===== src/rtl/ks_pkg.sv =====
// Shared types and helpers for the pipelined Kogge-Stone subtractor.
package ks_pkg;

    localparam int unsigned KS_WIDTH  = 64;
    localparam int unsigned KS_STAGES = 2;

    // Ceiling log2 for elaboration-time sizing.
    function automatic int unsigned clog2(input int unsigned val);
        int unsigned r;
        r = 0;
        for (int i = 0; i < 32; i++) begin
            if ((32'd1 << i) < val) begin
                r = 32'(i + 1);
            end
        end
        return r;
    endfunction

    localparam int unsigned LEVELS        = clog2(KS_WIDTH);
    localparam int unsigned LVL_PER_STAGE = LEVELS / KS_STAGES;

    typedef struct packed {
        logic g;
        logic p;
    } gp_t;

endpackage


===== src/rtl/ks_prefix_level.sv =====
// One combinational Kogge-Stone prefix level with the given span.
module ks_prefix_level
    import ks_pkg::*;
#(
    parameter int unsigned WIDTH = 64,
    parameter int unsigned SPAN  = 1
) (
    input  gp_t [WIDTH-1:0] i_gp,
    output gp_t [WIDTH-1:0] o_gp
);

    for (genvar i = 0; i < int'(WIDTH); i++) begin : g_bit
        if (i >= int'(SPAN)) begin : g_comb
            assign o_gp[i].g = i_gp[i].g | (i_gp[i].p & i_gp[i-SPAN].g);
            assign o_gp[i].p = i_gp[i].p & i_gp[i-SPAN].p;
        end else begin : g_pass
            assign o_gp[i] = i_gp[i];
        end
    end

endmodule


===== src/rtl/ks_sub_pipe.sv =====
// Pipelined Kogge-Stone subtractor: diff = a - b - bin with valid/ready on both sides.
// Define KS_SUB_CMP_EN to add registered eq / lt_u / lt_s compare outputs.
module ks_sub_pipe
    import ks_pkg::*;
#(
    parameter int unsigned WIDTH  = 64,
    parameter int unsigned STAGES = 2
) (
    input  logic             clk,
    input  logic             rst_n,
    input  logic             i_in_valid,
    output logic             o_in_ready,
    input  logic [WIDTH-1:0] i_a,
    input  logic [WIDTH-1:0] i_b,
    input  logic             i_bin,
    output logic             o_out_valid,
    input  logic             i_out_ready,
    output logic [WIDTH-1:0] o_diff,
    output logic             o_bout,
`ifdef KS_SUB_CMP_EN
    output logic             o_eq,
    output logic             o_lt_u,
    output logic             o_lt_s,
`endif
    output logic             o_ovf
);

    localparam int unsigned LEVELS_W = clog2(WIDTH);
    localparam int unsigned LPS      = LEVELS_W / STAGES;
    localparam int unsigned LAST     = STAGES - 1;

    // Whole pipeline moves together whenever the output slot can be vacated.
    logic w_adv;
    assign w_adv      = ~o_out_valid | i_out_ready;
    assign o_in_ready = w_adv;

    // Values entering each stage: valid, half-sum, carry in, operand MSBs, prefix state.
    logic             w_sv  [STAGES];
    logic [WIDTH-1:0] w_hs  [STAGES];
    logic             w_cin [STAGES];
    logic             w_am  [STAGES];
    logic             w_bm  [STAGES];
    gp_t  [WIDTH-1:0] w_gp  [STAGES];
    gp_t  [WIDTH-1:0] w_lv  [LEVELS_W];

    logic [WIDTH-1:0] w_nb;
    gp_t  [WIDTH-1:0] w_seed;

    assign w_nb     = ~i_b;
    assign w_sv[0]  = i_in_valid;
    assign w_hs[0]  = i_a ^ w_nb;
    assign w_cin[0] = ~i_bin;
    assign w_am[0]  = i_a[WIDTH-1];
    assign w_bm[0]  = i_b[WIDTH-1];
    assign w_gp[0]  = w_seed;

    // Carry in is folded into bit 0 generate so the prefix G is the true carry out.
    always_comb begin
        for (int i = 0; i < int'(WIDTH); i++) begin
            w_seed[i].g = i_a[i] & w_nb[i];
            w_seed[i].p = w_hs[0][i];
        end
        w_seed[0].g = (i_a[0] & w_nb[0]) | (w_hs[0][0] & ~i_bin);
    end

    for (genvar l = 0; l < int'(LEVELS_W); l++) begin : g_lvl
        gp_t [WIDTH-1:0] w_lin;
        if ((l % LPS) == 0) begin : g_from_stage
            assign w_lin = w_gp[l / LPS];
        end else begin : g_chain
            assign w_lin = w_lv[l-1];
        end
        ks_prefix_level #(
            .WIDTH (WIDTH),
            .SPAN  (1 << l)
        ) u_lvl (
            .i_gp (w_lin),
            .o_gp (w_lv[l])
        );
    end

    // Intermediate register banks between groups of prefix levels.
    for (genvar s = 0; s < int'(STAGES) - 1; s++) begin : g_bank
        logic             r_sv;
        logic             r_cin;
        logic             r_am;
        logic             r_bm;
        logic [WIDTH-1:0] r_hs;
        gp_t  [WIDTH-1:0] r_gp;

        always_ff @(posedge clk or negedge rst_n) begin
            if (!rst_n) begin
                r_sv  <= 1'b0;
                r_cin <= 1'b0;
                r_am  <= 1'b0;
                r_bm  <= 1'b0;
                r_hs  <= '0;
                r_gp  <= '0;
            end else if (w_adv) begin
                r_sv  <= w_sv[s];
                r_cin <= w_cin[s];
                r_am  <= w_am[s];
                r_bm  <= w_bm[s];
                r_hs  <= w_hs[s];
                r_gp  <= w_lv[(s+1)*LPS-1];
            end
        end

        assign w_sv[s+1]  = r_sv;
        assign w_cin[s+1] = r_cin;
        assign w_am[s+1]  = r_am;
        assign w_bm[s+1]  = r_bm;
        assign w_hs[s+1]  = r_hs;
        assign w_gp[s+1]  = r_gp;
    end

    logic [WIDTH-1:0] w_fin_g;
    logic [WIDTH-1:0] w_fin_p;
    logic [WIDTH-1:0] w_carry;
    logic [WIDTH-1:0] w_diff;
    logic             w_bout;
    logic             w_ovf;
    logic             w_unused_p;

    always_comb begin
        w_fin_g = '0;
        w_fin_p = '0;
        for (int i = 0; i < int'(WIDTH); i++) begin
            w_fin_g[i] = w_lv[LEVELS_W-1][i].g;
            w_fin_p[i] = w_lv[LEVELS_W-1][i].p;
        end
    end

    // c_0 is the carry in; c_i for i>0 is the group generate ending at bit i-1.
    assign w_carry    = {w_fin_g[WIDTH-2:0], w_cin[LAST]};
    assign w_diff     = w_hs[LAST] ^ w_carry;
    assign w_bout     = ~w_fin_g[WIDTH-1];
    assign w_ovf      = (w_am[LAST] ^ w_bm[LAST]) & (w_diff[WIDTH-1] ^ w_am[LAST]);
    assign w_unused_p = ^w_fin_p;

    logic             r_out_valid;
    logic [WIDTH-1:0] r_diff;
    logic             r_bout;
    logic             r_ovf;

    always_ff @(posedge clk or negedge rst_n) begin
        if (!rst_n) begin
            r_out_valid <= 1'b0;
            r_diff      <= '0;
            r_bout      <= 1'b0;
            r_ovf       <= 1'b0;
        end else if (w_adv) begin
            r_out_valid <= w_sv[LAST];
            r_diff      <= w_diff;
            r_bout      <= w_bout;
            r_ovf       <= w_ovf;
        end
    end

    assign o_out_valid = r_out_valid;
    assign o_diff      = r_diff;
    assign o_bout      = r_bout;
    assign o_ovf       = r_ovf;

`ifdef KS_SUB_CMP_EN
    // All-bits group propagate is set exactly when a == b, independent of bin.
    logic r_eq;
    logic r_lt_u;
    logic r_lt_s;

    always_ff @(posedge clk or negedge rst_n) begin
        if (!rst_n) begin
            r_eq   <= 1'b0;
            r_lt_u <= 1'b0;
            r_lt_s <= 1'b0;
        end else if (w_adv) begin
            r_eq   <= w_fin_p[WIDTH-1];
            r_lt_u <= w_bout;
            r_lt_s <= w_diff[WIDTH-1] ^ w_ovf;
        end
    end

    assign o_eq   = r_eq;
    assign o_lt_u = r_lt_u;
    assign o_lt_s = r_lt_s;
`endif

endmodule


===== config.mk =====
export PLATFORM = sky130hd
export DESIGN_NAME = ks_sub_pipe
export DESIGN_NICKNAME = d
export VERILOG_FILES = /design/src/rtl/ks_pkg.sv /design/src/rtl/ks_prefix_level.sv /design/src/rtl/ks_sub_pipe.sv
export SDC_FILE = /design/constraint.sdc
export NUM_CORES = 1
export LEC_CHECK = 0
export CORE_UTILIZATION = 55
export DETAILED_ROUTE_END_ITERATION = 8
export PLACE_DENSITY = 0.87
export RECOVER_POWER = 100
export SLEW_MARGIN = 20
export SYNTH_ARGS = -nofsm -noshare
export SYNTH_HDL_FRONTEND = slang
export SYNTH_SLANG_ARGS = --single-unit

===== constraint.sdc =====
create_clock -name clk -period 2 [get_ports clk]
set_input_delay 0.5 -clock clk [delete_from_list [all_inputs] [get_ports clk]]
set_output_delay 0.5 -clock clk [all_outputs]
set_load 0.05 [all_outputs]

# --- After elaboration in Yosys (flattened, before gate mapping) ---
# Cells that the tools add are included.
totals:
  inputBits: 133
  elab_cells: 1105
  output_inout_bits: 68
  reg_bits: 255
classes:
  bitwise_logic: 976
ops:
  columns: ["operator", "n"]
  rows:
  - ["1-bit bitwise AND", 645]
  - ["1-bit bitwise OR", 323]
  - ["64-bit bitwise XOR", 2]
  - ["64-bit inverter", 1]
  - ["1-bit inverter", 3]
  - ["1-bit bitwise XOR", 2]

# --- Depth between registers and ports, before layout ---
# Gate-level depths: netlist of run 1.
logic_depth:
  word_depth: 10
  ltp_mapped: 8
  mapped_depth_nobuf: 7

# --- By module ---
# From an unflattened synthesis of run 1, not the netlist that was laid out.
hier_totals:
  hier_cells: 1595
  area_unflattened_um2: 17330.4
modules_own_cells:
  columns: ["module", "cells_each", "instances", "seq_area_each_um2", "area_per_inst_um2"]
  rows:
  - ["ks_sub_pipe", 827, 1, 6581.3, 11876.4]
  - ["ks_prefix_level (g_lvl[5].u_lvl)", 128, 1, 0.0, 960.9]
  - ["ks_prefix_level (g_lvl[4].u_lvl)", 128, 1, 0.0, 919.6]
  - ["ks_prefix_level (g_lvl[3].u_lvl)", 128, 1, 0.0, 908.4]
  - ["ks_prefix_level (g_lvl[2].u_lvl)", 128, 1, 0.0, 893.4]
  - ["ks_prefix_level (g_lvl[1].u_lvl)", 128, 1, 0.0, 887.1]
  - ["ks_prefix_level (g_lvl[0].u_lvl)", 128, 1, 0.0, 884.6]

# --- Least setup slack after synthesis of run 1 ---
# Ideal clock, no wire load.
synth_timing:
  kind: "reg-to-output"
  start: "reg r_out_valid, in the netlist o_out_valid"
  end: "out o_in_ready"
  required_ns: 1.500
  stages_incl_launch_ff: 6
  t_arrival_ns: 1.956
  n_path_buf: 3
  path_slack_ns: -0.456
  cell_sequence: "dfrtp_1 -> nor2b_1 -> buf_2 -> inv_2 -> clkbuf_1 -> clkbuf_1"
synth_via:
  elab_chain_cells: 2
synth_rtl:
  columns: ["item", "line_no", "source"]
  rows:
  - ["from (decl)", "ks_sub_pipe.sv:141", "logic r_out_valid;"]
  - ["from (signal assigned)", "ks_sub_pipe.sv:153", "r_out_valid <= w_sv[LAST];"]
  - ["1-bit inverter", "ks_sub_pipe.sv:34", "assign w_adv = ~o_out_valid | i_out_ready;"]
  - ["1-bit bitwise OR", "ks_sub_pipe.sv:34", null]
  - ["to (decl)", "ks_sub_pipe.sv:12", "output logic o_in_ready,"]
# Every way passes these cells.

# --- Worst setup path after layout of run 1 ---
layout_timing:
  start: "reg g_bank[0].r_gp[103] in the netlist's numbering"
  end: "reg r_diff[60], in the netlist o_diff[60]"
layout_via:
  elab_chain_cells: 5
layout_rtl:
  columns: ["item", "line_no", "source"]
  rows:
  - ["from (decl)", "ks_sub_pipe.sv:89", "gp_t [WIDTH-1:0] r_gp;"]
  - ["from (signal assigned)", "ks_sub_pipe.sv:105", "r_gp <= w_lv[(s+1)*LPS-1];"]
  - ["1-bit bitwise AND", "ks_prefix_level.sv:14", "assign o_gp[i].g = i_gp[i].g | (i_gp[i].p & i_gp[i-SPAN].g);"]
  - ["1-bit bitwise OR (3 in a row)", "ks_prefix_level.sv:14", null]
  - ["64-bit bitwise XOR", "ks_sub_pipe.sv:136", "assign w_diff = w_hs[LAST] ^ w_carry;"]
  - ["to (signal assigned)", "ks_sub_pipe.sv:154", "r_diff <= w_diff;"]
  - ["to (decl)", "ks_sub_pipe.sv:142", "logic [WIDTH-1:0] r_diff;"]
# Every way passes these cells.
# A chain may end at the register's enable or synchronous reset.

==> out/results.tsv, run 1 <==
metric	value	unit
commonest cells in the netlist	nand2_1 (298), dfrtp_1 (255), a21oi_1 (180), nor2_1 (124), o21ai_0 (113)	
R2R cell count	5	
Synth cell types	59	
Synth Instances	1531	
Slew HR	28.1	%
Slew @ Worst Pin	1.08	ns
ANT cells	0	
FP Rows	57	
cell taking the most area after synthesis	dfrtp_1	
worst endpoint required time	2.41	ns
CTS max path bufs	3	
Worst-Skew Late Latency	0.53	ns
Peak supply drop	0.692	mV
Post-DP Area	17600	sq um
max cap viols	0	
hold wc startpoint	g_bank[0].r_sv	
Arr. time, crit path	2.37	ns
worst path cell trace	or4_1 -> a211o_1 -> a41oi_2 -> xor2_1 -> o21ai_1	
Area contributors post-synth	dfrtp_1 (47%), nand2_1 (8.2%), a21oi_1 (6.6%)	
clock skew	0.00787	ns
Mapped Area	13600	sq um
final core occ	75.4	%
CTS clk-pin slew, worst paths	0.07	ns
ys async rst share	100	%
Multi-input gate area	6620	sq um
DRC viols	0	
Slew Viols, Final	0	
Final #Nets	2160	
1st-pass router iterations	8	
top cell type's share of synthesized area	47.0	%
Total Die Area	25300	sq um
TNS Setup	0	ns
status	complete, no violations	
Core ar.	24200	sq um
CTS Buf Count	27	
htree depth	1	
CP max-delay cell	or4_1	
Syn. warnings	0	
final wirelength	43000	microns
share of layout cells above drive strength 1	19.3	%
CTS tree	built	
RSZ-0062 raised after global routing	false	
Routed wire per std cell	18.6	microns
#FFs+latches synth	255	
Crit Path Max Fanout	3	
drt initial violations	1404	
Via Count	13700	
Crit Reg-Reg Startpoint	g_bank[0].r_gp[103]	
final worst path period need	1.96	ns
Clock Sinks	255	
CP delay by family, top	simple AND/OR/NAND/NOR gates	
post-route setup slack	0.0396	ns
Routability Congestion	0.973	
Worst Hold Path EP	g_bank[0].r_sv	
R2R Path End	o_diff[60]	
final-report hold violation count	0	
Max Clk Rate	510	MHz
Overflow after GRT	0	
design area	18300	sq um
Synth Flop Type	dfrtp_1	
count leader, synth	nand2_1	
Layout area overhead	34.8	%
Die Wd	159	microns
Worst R2R Setup Slack	0.04	ns
syn_nets	1728	
Crit Path Class	register to register	
CP Buf/Inv Count	0	
IO buf count	200	
Leak	0.00872	uW
syn avg cell area	8.86	sq um
register area	6380	sq um
remaining antenna violation count	0	
Initial Utilization	55.9	%
placed wire-length estimate	32900	microns
first-pass GRT wire length	69900	microns
worst min path class	register to register	
Setup crit end kind	register	
vias in the first global route	13800	
Cells after DPL	2256	
Critical Path Max Stage Delay	0.61	ns
worst slack at placement	-0.502	ns
power density cells	1030	nW/um^2
Top-Level Pins	201	
Global Route Usage Sum	34.2	%
routed vias/inst	5.92	
final period utilization	98.0	%
fill cell count	1710	
largest net degree at the start of global routing	66	
Cells on Worst Hold Path	2	
WP depth	5	
clk root buf	clkbuf_16	
Die H	159	microns
antenna violations before repair	0	
crit path launch type	register	
sequential fraction of the synthesis area	47.0	%
Final setup violation count	0	
final std cells w/o fill	2307	
Post-synth EDFFs	0	
where the power goes:
part           leakage, uW  switching (uW)  internal (uW)  total, uW
registers          0.00314             746           6130       6870
logic              0.00510            4360           2270       6630
clock network     0.000476            2160           3200       5360
total              0.00872            7260          11600      18900
cell families after synthesis:
logic type | count (synthesis) | synth area share (%)
multiplexers | 3 | 0.240
flip-flops | 255 | 47.0
AO/OA/AOI/OAI | 472 | 22.0
AND/OR/NAND/NOR | 532 | 16.7
XOR/XNOR | 59 | 3.81
adder cells (fa/ha/maj) | 64 | 5.90
buffers and inverters | 146 | 4.28
layout by cell type (no fill, tap or decap), types with 6 or more instances in the layout:
| master | count |
|---|---|
| o31ai_1 | 8 |
| o211ai_1 | 7 |
| ha_1 | 64 |
| a41oi_1 | 8 |
| buf_12 | 6 |
| buf_4 | 207 |
| clkbuf_16 | 27 |
| nand3_1 | 29 |
| clkbuf_2 | 75 |
| nor2b_1 | 7 |
| o21bai_1 | 17 |
| clkbuf_1 | 22 |
| nor3_1 | 14 |
| and2_1 | 9 |
| a22oi_1 | 9 |
| o41ai_1 | 11 |
| o21a_1 | 21 |
| nand2_1 | 298 |
| nand4_1 | 10 |
| or4b_2 | 8 |
| inv_1 | 89 |
| or4_1 | 6 |
| clkbuf_4 | 15 |
| o311ai_0 | 6 |
| clkbuf_8 | 6 |
| a22o_1 | 23 |
| clkdlybuf4s50_1 | 120 |
| o21ai_0 | 114 |
| dfrtp_1 | 254 |
| a21o_1 | 20 |
| or3_1 | 9 |
| xnor2_1 | 31 |
| dlygate4sd3_1 | 12 |
| xor2_1 | 28 |
| a21oi_1 | 180 |
| nor2_1 | 124 |
| clkinv_2 | 10 |
| nor3b_1 | 6 |
sequential cells by signal, summed over array words and instances (netlist names):
name	count
o_out_valid	1
g_bank.r_gp	120
o_diff	64
g_bank.r_cin	1
g_bank.r_bm	1
g_bank.r_am	1
g_bank.r_sv	1
o_ovf	1
g_bank.r_hs	64
o_bout	1
worst min-delay path, cell delays in order (launching register included):
cell and delay [ns]:
dfrtp_1 0.34, nand2_1 0.05, nand2_1 0.05
worst max-delay path by stage:
stage | from | slack [ns] | to
after floorplan | o_out_valid | 0.007 | o_in_ready
after global placement | i_b[35] | -0.53 | g_bank[0].r_gp[83]
after detailed placement | i_b[35] | -0.50 | g_bank[0].r_gp[83]
after CTS | g_bank[0].r_gp[103] | 0.01 | o_diff[60]
after global routing | i_b[12] | 0.002 | g_bank[0].r_gp[37]
final | g_bank[0].r_gp[103] | 0.04 | o_diff[60]
timing repair:
action	CTS	global route
gates resized for setup	4	5
endpoints found under the setup margin	2	7
hold endpoints to repair	31	0
pin swaps	0	2
hold buffers	1	0
setup buffers	1	0
area by class of cell:
type | instances | area share, %
clock buffer | 33 | 4.15
multi-input combinational | 1130 | 36.2
sequential | 255 | 34.9
inverter | 90 | 1.89
timing repair buffer | 459 | 19.6
clock inverter | 16 | 1.02
tap | 324 | 2.22
through the flow:
step	total power (uW)	hold WS [ns]
final	18900	0.475
after global routing	19600	0.501
after CTS	19200	0.455
after detailed placement	13800	0.398
after global placement	13600	0.399
after floorplan	10800	0.204
routing by layer:
layer / global-route usage (%) / share of wire (%) / up-vias
met4: 12.5 / 3.5 / 0
met1: 44.9 / 39 / 6584
met5: 0 / 0 / -
li1: - / - / 6214
met3: 5.21 / 8.8 / 133
met2: 57.7 / 48 / 737
(Power assumes the default switching activity.)
==> run 2, diff against run 1 <==
ABC_CLOCK_PERIOD_IN_PS = 2000   (was default)
CAP_MARGIN = 10   (was default)
==> results of run 2 <==
Same layout as run 1: the final DEF is identical, and so are final timing and power.
